--- src/rtl/switch_conditioner.sv ---
// Synchronises and debounces the board switches and the hold pushbutton for the LED hold register.
// Optional feature: define RETAIN_TOGGLE_EN for press-to-hold/press-to-release retain; otherwise retain follows the button.
module switch_conditioner #(
  parameter int N               = 16,
  parameter int SYNC_STAGES     = 2,
  parameter int DEBOUNCE_CYCLES = 1_000_000
) (
  input  logic         clk,
  input  logic         reset,
  input  logic [N-1:0] sw_raw,
  input  logic         btn_raw,
  output logic [N-1:0] sw_out,
  output logic         sw_changed,
  output logic         retain,
  output logic         busy
);

  localparam int            CW      = $clog2(DEBOUNCE_CYCLES);
  localparam logic [CW-1:0] CNT_MAX = CW'(DEBOUNCE_CYCLES - 1);
  localparam logic [CW-1:0] CNT_ONE = CW'(1);

  typedef enum logic {IDLE, COUNT} state_t;

  logic [N-1:0]           sw_sync_q [SYNC_STAGES];
  logic [SYNC_STAGES-1:0] btn_sync_q;
  logic [N-1:0]           sw_sync;
  logic                   btn_sync;

  // NOTE: the synchroniser array is explicitly cleared in reset, so no stale pre-reset pin
  // sample can leak into the debouncer after reset is released.
  always_ff @(posedge clk) begin
    if (reset) begin
      for (int i = 0; i < SYNC_STAGES; i++) sw_sync_q[i] <= '0;
      btn_sync_q <= '0;
    end else begin
      sw_sync_q[0] <= sw_raw;
      for (int i = 1; i < SYNC_STAGES; i++) sw_sync_q[i] <= sw_sync_q[i-1];
      btn_sync_q <= {btn_sync_q[SYNC_STAGES-2:0], btn_raw};
    end
  end

  assign sw_sync  = sw_sync_q[SYNC_STAGES-1];
  assign btn_sync = btn_sync_q[SYNC_STAGES-1];

  state_t        state, state_d;
  logic [N-1:0]  candidate, candidate_d, sw_out_d;
  logic [CW-1:0] cnt, cnt_d;
  logic          sw_changed_d;

  // NOTE: every next-state value gets a default first so no path through the case infers a latch.
  always_comb begin
    state_d      = state;
    candidate_d  = candidate;
    cnt_d        = cnt;
    sw_out_d     = sw_out;
    sw_changed_d = 1'b0;
    case (state)
      IDLE: begin
        if (sw_sync != sw_out) begin
          candidate_d = sw_sync;
          cnt_d       = CNT_ONE;
          state_d     = COUNT;
        end
      end
      COUNT: begin
        if (sw_sync == sw_out) begin
          cnt_d   = '0;
          state_d = IDLE;
        end else if (sw_sync != candidate) begin
          candidate_d = sw_sync;
          cnt_d       = CNT_ONE;
        end else if (cnt == CNT_MAX) begin
          sw_out_d     = candidate;
          sw_changed_d = 1'b1;
          cnt_d        = '0;
          state_d      = IDLE;
        end else begin
          cnt_d = cnt + CNT_ONE;
        end
      end
      default: state_d = IDLE;
    endcase
  end

  // NOTE: state registers use non-blocking assignments so all flops update together at the edge.
  always_ff @(posedge clk) begin
    if (reset) begin
      state      <= IDLE;
      candidate  <= '0;
      cnt        <= '0;
      sw_out     <= '0;
      sw_changed <= 1'b0;
    end else begin
      state      <= state_d;
      candidate  <= candidate_d;
      cnt        <= cnt_d;
      sw_out     <= sw_out_d;
      sw_changed <= sw_changed_d;
    end
  end

  assign busy = (state == COUNT);

  // Single-bit debouncer: a zero count plays the role of IDLE, and the candidate is always ~btn_stable.
  logic [CW-1:0] btn_cnt;
  logic          btn_stable;

  always_ff @(posedge clk) begin
    if (reset) begin
      btn_cnt    <= '0;
      btn_stable <= 1'b0;
    end else if (btn_sync == btn_stable) begin
      btn_cnt <= '0;
    end else if (btn_cnt == CNT_MAX) begin
      btn_stable <= btn_sync;
      btn_cnt    <= '0;
    end else begin
      btn_cnt <= btn_cnt + CNT_ONE;
    end
  end

`ifdef RETAIN_TOGGLE_EN
  logic retain_q;
  logic btn_press;

  // Rising edge detected at the moment btn_stable is accepted high, so retain moves in the same cycle.
  assign btn_press = (btn_sync != btn_stable) && (btn_cnt == CNT_MAX) && btn_sync;

  always_ff @(posedge clk) begin
    if (reset)          retain_q <= 1'b0;
    else if (btn_press) retain_q <= ~retain_q;
  end

  assign retain = retain_q;
`else
  assign retain = btn_stable;
`endif

endmodule

--- config.mk ---
export PLATFORM = sky130hd
export DESIGN_NAME = switch_conditioner
export DESIGN_NICKNAME = d
export VERILOG_FILES = /design/src/rtl/switch_conditioner.sv
export SDC_FILE = /design/constraint.sdc
export NUM_CORES = 1
export LEC_CHECK = 0
export BUFFER_PORTS_ARGS = -buffer_cell sky130_fd_sc_hd__buf_4
export CAP_MARGIN = 0
export CORE_ASPECT_RATIO = 0.5
export CORE_MARGIN = 4
export CORE_UTILIZATION = 59
export CTS_CLUSTER_SIZE = 14
export DETAILED_ROUTE_END_ITERATION = 7
export PLACE_DENSITY = 0.79
export SLEW_MARGIN = 5
export SYNTH_ARGS = -nofsm -noshare
export SYNTH_HDL_FRONTEND = slang
export SYNTH_SLANG_ARGS = --single-unit
--- constraint.sdc ---
create_clock -name clk -period 3 [get_ports clk]
set_input_delay 0.6 -clock clk [delete_from_list [all_inputs] [get_ports clk]]
set_output_delay 0.6 -clock clk [all_outputs]
set_load 0.03 [all_outputs]
==> results.toml, run 1 <==
[outcome]
status = "finished clean"

[synth]
synth_seq_cells = 109
synth-seq-area-share_pct = 48.6
count_of_flip_flops_with_a_built_in_enable_after_synthesis = 0
synthesis.instances = 499
yosys.cell_types.count = 39
synthesis.area_um2 = 4490
synthFlopType = "dfxtp_1"
syn_nets = 520
async_flop_share_pct = 0
syn_area_per_cell_um2 = 8.99
yosysWarningCount = 0

[critical_path]
reg2reg_from = "sw_sync_q[0][25]"
max_stage_delay_cell_worst_path = "or4_4"
worst_setup_path_start_kind = "flop"
crit_path_end_kind = "flop"
setup.worst_path.start = "sw_sync_q[0][25]"
crit_buf_inv = 1
cp_max_fo = 8
cp.required_ps = 3280
cp_data_arrival_time_ps = 2710
cpLargestDelayFamily = "simple AND/OR/NAND/NOR gates"
critical-path-max-stage-delay_ps = 600
crit_type = "reg -> reg"
critical_path_cell_list = "xnor2_1, nand4_1, or4_4, nor3_1, buf_4, nand3_1, a21oi_1"

[global_routing]
grt_pass1_vias = 3142
globalRoute.totalOverflow = 0
globalRouteTotalUtil_pct = 19.8
grt_start_max_net_pins = 67
initial_antenna_violation_count = 0
grt_pass1_wl_um = 14800

[sta]
finalCritPeriodShare_pct = 81.2
setup-tns-final_ps = 0
hold_viol_final = 0
grt_setup_unrepaired = "no"
fin_ws_ps = 563
number_of_max_slew_violations_in_the_final_report = 0
slew_headroom_pct = 54.7
worst-slew-pin-transition_ps = 680
post-route-min-period_ps = 2440
setup_violations = 0
worst_clock_skew_ps = 7.90
fmax_achieved_mhz = 410

[clocking]
cts_setup_buffers = 0
tritoncts_num_sinks = 109
hold_buffers = 0
clkLatencyLatePin_ps = 350
cts.reportedPaths.clkPinSlew_ps = 70
cts_tree = "built"
cts.repair.resized = 0
clock_tree.buffer_depth = 2
root_buffer = "clkbuf_16"
cts_max_level = 3
cts-buffers-inserted = 9

[pwr]
netSwitchingFraction_pct = 23.8
intPower_w = 0.00215
p_leak_nw = 1.86
power.clock.fraction_pct = 40.7
power.switching_w = 0.000673
seq_power_share_pct = 53.2
power.density_nw_per_um2 = 547
worst_ir_drop_vdd_mv = 0.352
p_comb_share_pct = 6.1

[drt]
drt_pass1_iterations = 4
drc = 0
drt_iter0_drc = 243
postRouteAntennaNets = 0
wl_per_cell_um = 13.8
route.vias.total = 3422
routed_wirelength_um = 8750
drt-vias-per-instance = 5.39

[cells_and_area]
fillerInstances = 577
antenna_cells_inserted = 0
final_net_count = 555
drive_gt1_share_pct = 12.4
syn2layout_area_growth_pct = 15.0

[hold_path]
hold_class = "reg -> reg"
hp-start = "sw_sync_q[0][5]"

[floorplanning]
core.rowCount = 22
chipHeight_um = 69.7
floorplan.core_area_um2 = 7350
die_width_um = 131
die_area_um2 = 9150
initial_core_util_pct = 61.0
num_io_pins = 38

[run]
cap_violations = 0

[place]
routabilityCongestion = 0.817
hpwl_um = 5960
pre_cts_ws_ps = 602
buffer_ports.inserted = 37
[cell families (layout without fill, tap and decap cells)]
family          after synthesis  in the layout  synth area share [%]
compound gates               44             44                  5.58
mux                          24             24                  5.36
fa+ha+maj                     2              2                 0.558
buf+inv                      29             69                  3.01
xor+xnor                     48             48                  9.37
simple gates                243            243                  27.5
flops                       109            109                  48.6
[worst paths after layout]
check	endpoint	slack, ps	depth (start not counted)
worst max-delay path	sw_out[2]	560	7
worst min-delay path	sw_sync_q[0][21]	430	1
worst max register to register	sw_out[2]	560	7
worst min register to register	sw_sync_q[0][21]	430	1
[layer usage]
| layer | global-route usage, % | vias to the layer above | wire [µm] |
|---|---|---|---|
| li1 | - | 1765 | - |
| met4 | 6.17 | 0 | 91 |
| met1 | 25.2 | 1584 | 4080 |
| met2 | 32.6 | 63 | 4230 |
| met3 | 6.23 | 10 | 345 |
| met5 | 0 | - | 0 |
[registers in the layout (all words and copies together), names as in the netlist]
signal	count
btn_cnt	20
retain	1
btn_sync_q	2
cnt	20
sw_sync_q	32
sw_changed	1
candidate	16
sw_out	16
busy	1
[stage by stage]
| stage | hold slack, ps | utilization [%] | instance area [µm²] | cells | power (W) |
|---|---|---|---|---|---|
| 2_1_floorplan | 414 | - | 4490 | 499 | 0.00165 |
| 3_3_place_gp | 419 | 66.2 | 4870 | 619 | 0.00170 |
| 3_5_place_dp | 421 | 66.2 | 4870 | 619 | 0.00171 |
| 4_1_cts | 434 | 70.2 | 5160 | 635 | 0.00284 |
| 5_1_grt | 451 | 70.2 | 5160 | 635 | 0.00293 |
| 6_report | 432 | 70.2 | 5160 | 635 | 0.00282 |
[area by class of cell]
class	instances	area, µm²	share of cell area (%)
well taps	96	120	2.33
multi-input cells	361	2170	42.1
flip-flops and latches	109	2180	42.3
repair buffers	48	373	7.23
clock buffers	10	229	4.44
inverters	5	18.8	0.364
clock inverters	6	62.6	1.21
[cells in the mapped netlist, types with 2 or more instances]
cell type    n  share of area, %
or4_1        2              0.33
nor2b_1     35               4.9
xor2_1       8               1.6
o21ai_0      7              0.78
nand2_1     52               4.4
nand4_1     15               2.1
mux2i_1     24               5.4
nand3b_1     4              0.67
ha_1         2              0.56
and2_1       2              0.28
clkbuf_1    15               1.3
and3_1       7              0.98
nor4_1       4              0.56
buf_2        6              0.67
and4_1       2              0.39
a21oi_1     19               2.1
inv_1        5              0.42
dfxtp_1    109                49
buf_6        2              0.50
a31oi_1     13               1.8
nor2_1      62               5.2
nor3_1      10               1.1
or3_1        5              0.70
nand3_1     35               3.9
xnor2_1     40               7.8
[power by group through the flow]
| stage | logic (W) | clock network [W] | registers, W |
|---|---|---|---|
| 6_report | 0.000173 | 0.00115 | 0.00150 |
| 5_1_grt | 0.000190 | 0.00123 | 0.00150 |
| 3_3_place_gp | 0.000170 | 0 | 0.00153 |
| 2_1_floorplan | 0.000120 | 0 | 0.00153 |
| 4_1_cts | 0.000174 | 0.00117 | 0.00150 |
| 3_5_place_dp | 0.000173 | 0 | 0.00153 |
[worst reg2reg max path, cell delays in order, from the launching register on]
cell     delay, ps
dfxtp_1        390
xnor2_1        160
nand4_1        160
or4_4          600
nor3_1         520
buf_4          270
nand3_1        110
a21oi_1        160
[cells in the final DEF, fill, tap and decap left out, types with 2 or more instances in the layout]
cell type and n:
and4_1 2, xor2_1 8, mux2i_1 24, o21ai_0 7, xnor2_1 40, dfxtp_1 109, a21oi_1 19, and3_1 7
nor2b_1 35, nand3b_1 4, inv_6 3, a31oi_1 13, and2_1 2, clkbuf_16 9, nor4_1 4, nand3_1 35
inv_1 5, nand4_1 15, buf_4 47, or3_1 5, ha_1 2, nand2_1 52, nor3_1 10, nor2_1 62
or4_1 2
Note: power is estimated with default switching activity, not from simulation.
==> inputs of run 2 (changes only) <==
- ABC_AREA: not set -> 1
- CORE_UTILIZATION: 59 -> 60
- clock period: 3 -> 2.5 ns (I/O delays scaled with it)
==> run 2 against run 1 <==
  * Worst setup slack got worse by 34 ps
  * Synthesized cell count rose by 65%
  * Via count rose by 44%
  * Count of clock-buffer cells in the layout did not move
  * Fmax rose by 24%
  * Hold slack got worse by 81 ps
  * Final area rose by 19%
  * Flip-flop and latch count did not move
  * Area after synthesis rose by 22%
  * Die area rose by 18%
  * Highest routed layer unchanged
==> results.toml, run 2 <==
[sta]
post-route-min-period_ps = 1970
worst_clock_skew_ps = 7.88
setup-tns-final_ps = 0
hold_slack_ps = 351
worst-slew-pin-transition_ps = 656
slew_headroom_pct = 55.9
number_of_max_slew_violations_in_the_final_report = 0
fmax_achieved_mhz = 507
hold_viol_final = 0
grt_setup_unrepaired = "no"
finalCritPeriodShare_pct = 78.8
setup_violations = 0

[cells_and_area]
multi_input_combinational_cell_area_um2 = 2630
registers_with_the_most_flip_flops = "sw_sync_q (32), btn_cnt (20), cnt (20)"
drive_gt1_share_pct = 12.0
antenna_cells_inserted = 0
largest_register = "sw_sync_q"
number_of_flip_flops_under_the_largest_register_name = 32
most-common-layout-cells = "195 x nand2_1, 150 x nor2_1, 131 x inv_1"
final_net_count = 874
fillerInstances = 725
seqCellArea_um2 = 2180
syn2layout_area_growth_pct = 12.3
layout_commonest_cell = "nand2_1"

[critical_path]
crit_type = "reg -> reg"
cpLargestDelayFamily = "simple AND/OR/NAND/NOR gates"
crit_path_end_kind = "flop"
cp_data_arrival_time_ps = 2250
worst_setup_path_start_kind = "flop"
critical_path_cell_list = "inv_2, nand2_1, nand2_1, nor2_1, nand2_1, nor2_1, nand3_4, nor2_4, nand3_1, a21oi_1"
timing.critical_path.mode_cell = "nand2_1"
critical-path-max-stage-delay_ps = 460
crit_buf_inv = 1
cp_max_fo = 19
cp.required_ps = 2780
max_stage_delay_cell_worst_path = "nor2_4"

[run]
cap_violations = 0

[drt]
route.vias.total = 4939
drt_pass1_iterations = 4
drt_iter0_drc = 381
routed_wirelength_um = 11700
postRouteAntennaNets = 0
drt-vias-per-instance = 5.07
wirelength_met1_um = 5680
drc = 0
dr_wl_met3_um = 536
wl_per_cell_um = 12.0
met2_wirelength_um = 5190
highest-signal-layer = "met4"

[pwr]
finalPower_w = 0.00372
p_leak_nw = 2.71
power.density_nw_per_um2 = 604
worst_ir_drop_vdd_mv = 0.389

[floorplanning]
chipHeight_um = 75.6
core.rowCount = 24
die_area_um2 = 10800
num_io_pins = 38
floorplan.core_area_um2 = 8800
initial_core_util_pct = 62.3
die_width_um = 143

[synth]
post-synth-top-area-fraction_pct = 39.8
async_flop_share_pct = 0
synth_fa_ha_area_share_pct = 0.456
synthesis.area_um2 = 5480
synthSimpleGateAreaFrac_pct = 36.9
syn_nets = 842
syn_area_per_cell_um2 = 6.68
synth-seq-area-share_pct = 39.8
yosysWarningCount = 0
synthTopCellsByCount = "195 x nand2_1, 150 x nor2_1, 131 x inv_1"
synthesis.instances = 821
area_contributors_post_synth = "dfxtp_1 40%, nand2_1 13%, nor2_1 10%"
synth_compound_gate_area_share_pct = 6.05
synth_top_family_by_area = "simple AND/OR/NAND/NOR gates"
synth_seq_cells = 109
post_synth_mux_area_share_pct = 0
count_of_flip_flops_with_a_built_in_enable_after_synthesis = 0
synth.most_common_cell = "nand2_1"
synth_largest_area_cell = "dfxtp_1"
synthFlopType = "dfxtp_1"
yosys.cell_types.count = 36
synth-xor-area-share_pct = 4.63

[clocking]
cts_tree = "built"
cts_max_level = 3
hold_buffers = 0
clock_tree.buffer_depth = 2
cts-buffers-inserted = 9
clkLatencyLatePin_ps = 350
cts.repair.resized = 0
cts.reportedPaths.clkPinSlew_ps = 70
root_buffer = "clkbuf_16"
tritoncts_num_sinks = 109
cts_setup_buffers = 0

[global_routing]
initial_antenna_violation_count = 0
globalRouteTotalUtil_pct = 23.1
grt_pass1_vias = 4463
grt_start_max_net_pins = 48
grt_pass1_wl_um = 20000
globalRoute.totalOverflow = 0

[hold_path]
hold_class = "in -> reg"

[place]
buffer_ports.inserted = 37
routabilityCongestion = 0.971
hpwl_um = 8430

[outcome]
status = "finished clean"
[run 2: cell types whose count changed in the layout (fill, tap and decap cells not counted), sizes merged, moves of 22 or more]
cell	change
inv	+134
xnor2	-24
nor2	+94
nor2b	-34
mux2i	-24
nand2	+147
o21ai	+22
[run 2: per-layer routing]
layer / vias up / GRT usage, %
met3: 28 / 5.71
met5: - / 0
met1: 2224 / 29.8
met2: 103 / 38.7
met4: 0 / 8.32
li1: 2584 / -
[run 2: area by class of cell]
| class | instances | share of cell area (%) |
|---|---|---|
| Sequential cell | 109 | 35.4 |
| Multi-Input combinational cell | 546 | 42.7 |
| Inverter | 143 | 8.71 |
| Timing Repair Buffer | 44 | 5.36 |
| Clock buffer | 10 | 3.88 |
| Tap cell | 117 | 2.38 |
| Clock inverter | 6 | 1.52 |
[run 2: metrics by stage]
step,utilization (%),cell area (µm²),worst slack [ps],std cells
after floorplan,-,5480,785,821
after global placement,66.2,5830,612,959
after detailed placement,66.2,5830,574,959
after CTS,70.0,6160,542,975
after global routing,70.0,6160,315,975
final,70.0,6160,530,975
[run 2: where the power goes]
group          internal (W)  switching, W
sequential          0.00179     0.0000453
clock              0.000912      0.000650
combinational      0.000118      0.000210
total               0.00282      0.000905
[run 2: cells by family after synthesis]
family          count (synthesis)
simple gates                  456
buf+inv                       166
flops                         109
compound gates                 59
xor+xnor                       29
fa+ha+maj                       2
[run 2: worst paths after layout]
path	start	to	slack, ps	cells after the start
setup reg to reg	sw_sync_q[0][31]	cnt[14]	530	10
hold reg to reg	sw_sync_q[0][0]	sw_sync_q[0][16]	400	2
hold / removal	sw_raw[0]	sw_sync_q[0][0]	350	3
setup / recovery	sw_sync_q[0][31]	cnt[14]	530	10
[run 2: worst register-to-register path, cell delays in order, from the launching register on]
cell     delay (ps)
dfxtp_1         450
inv_2            70
nand2_1          80
nand2_1          60
nor2_1          100
nand2_1          60
nor2_1          180
nand3_4         140
nor2_4          460
nand3_1         150
a21oi_1         150
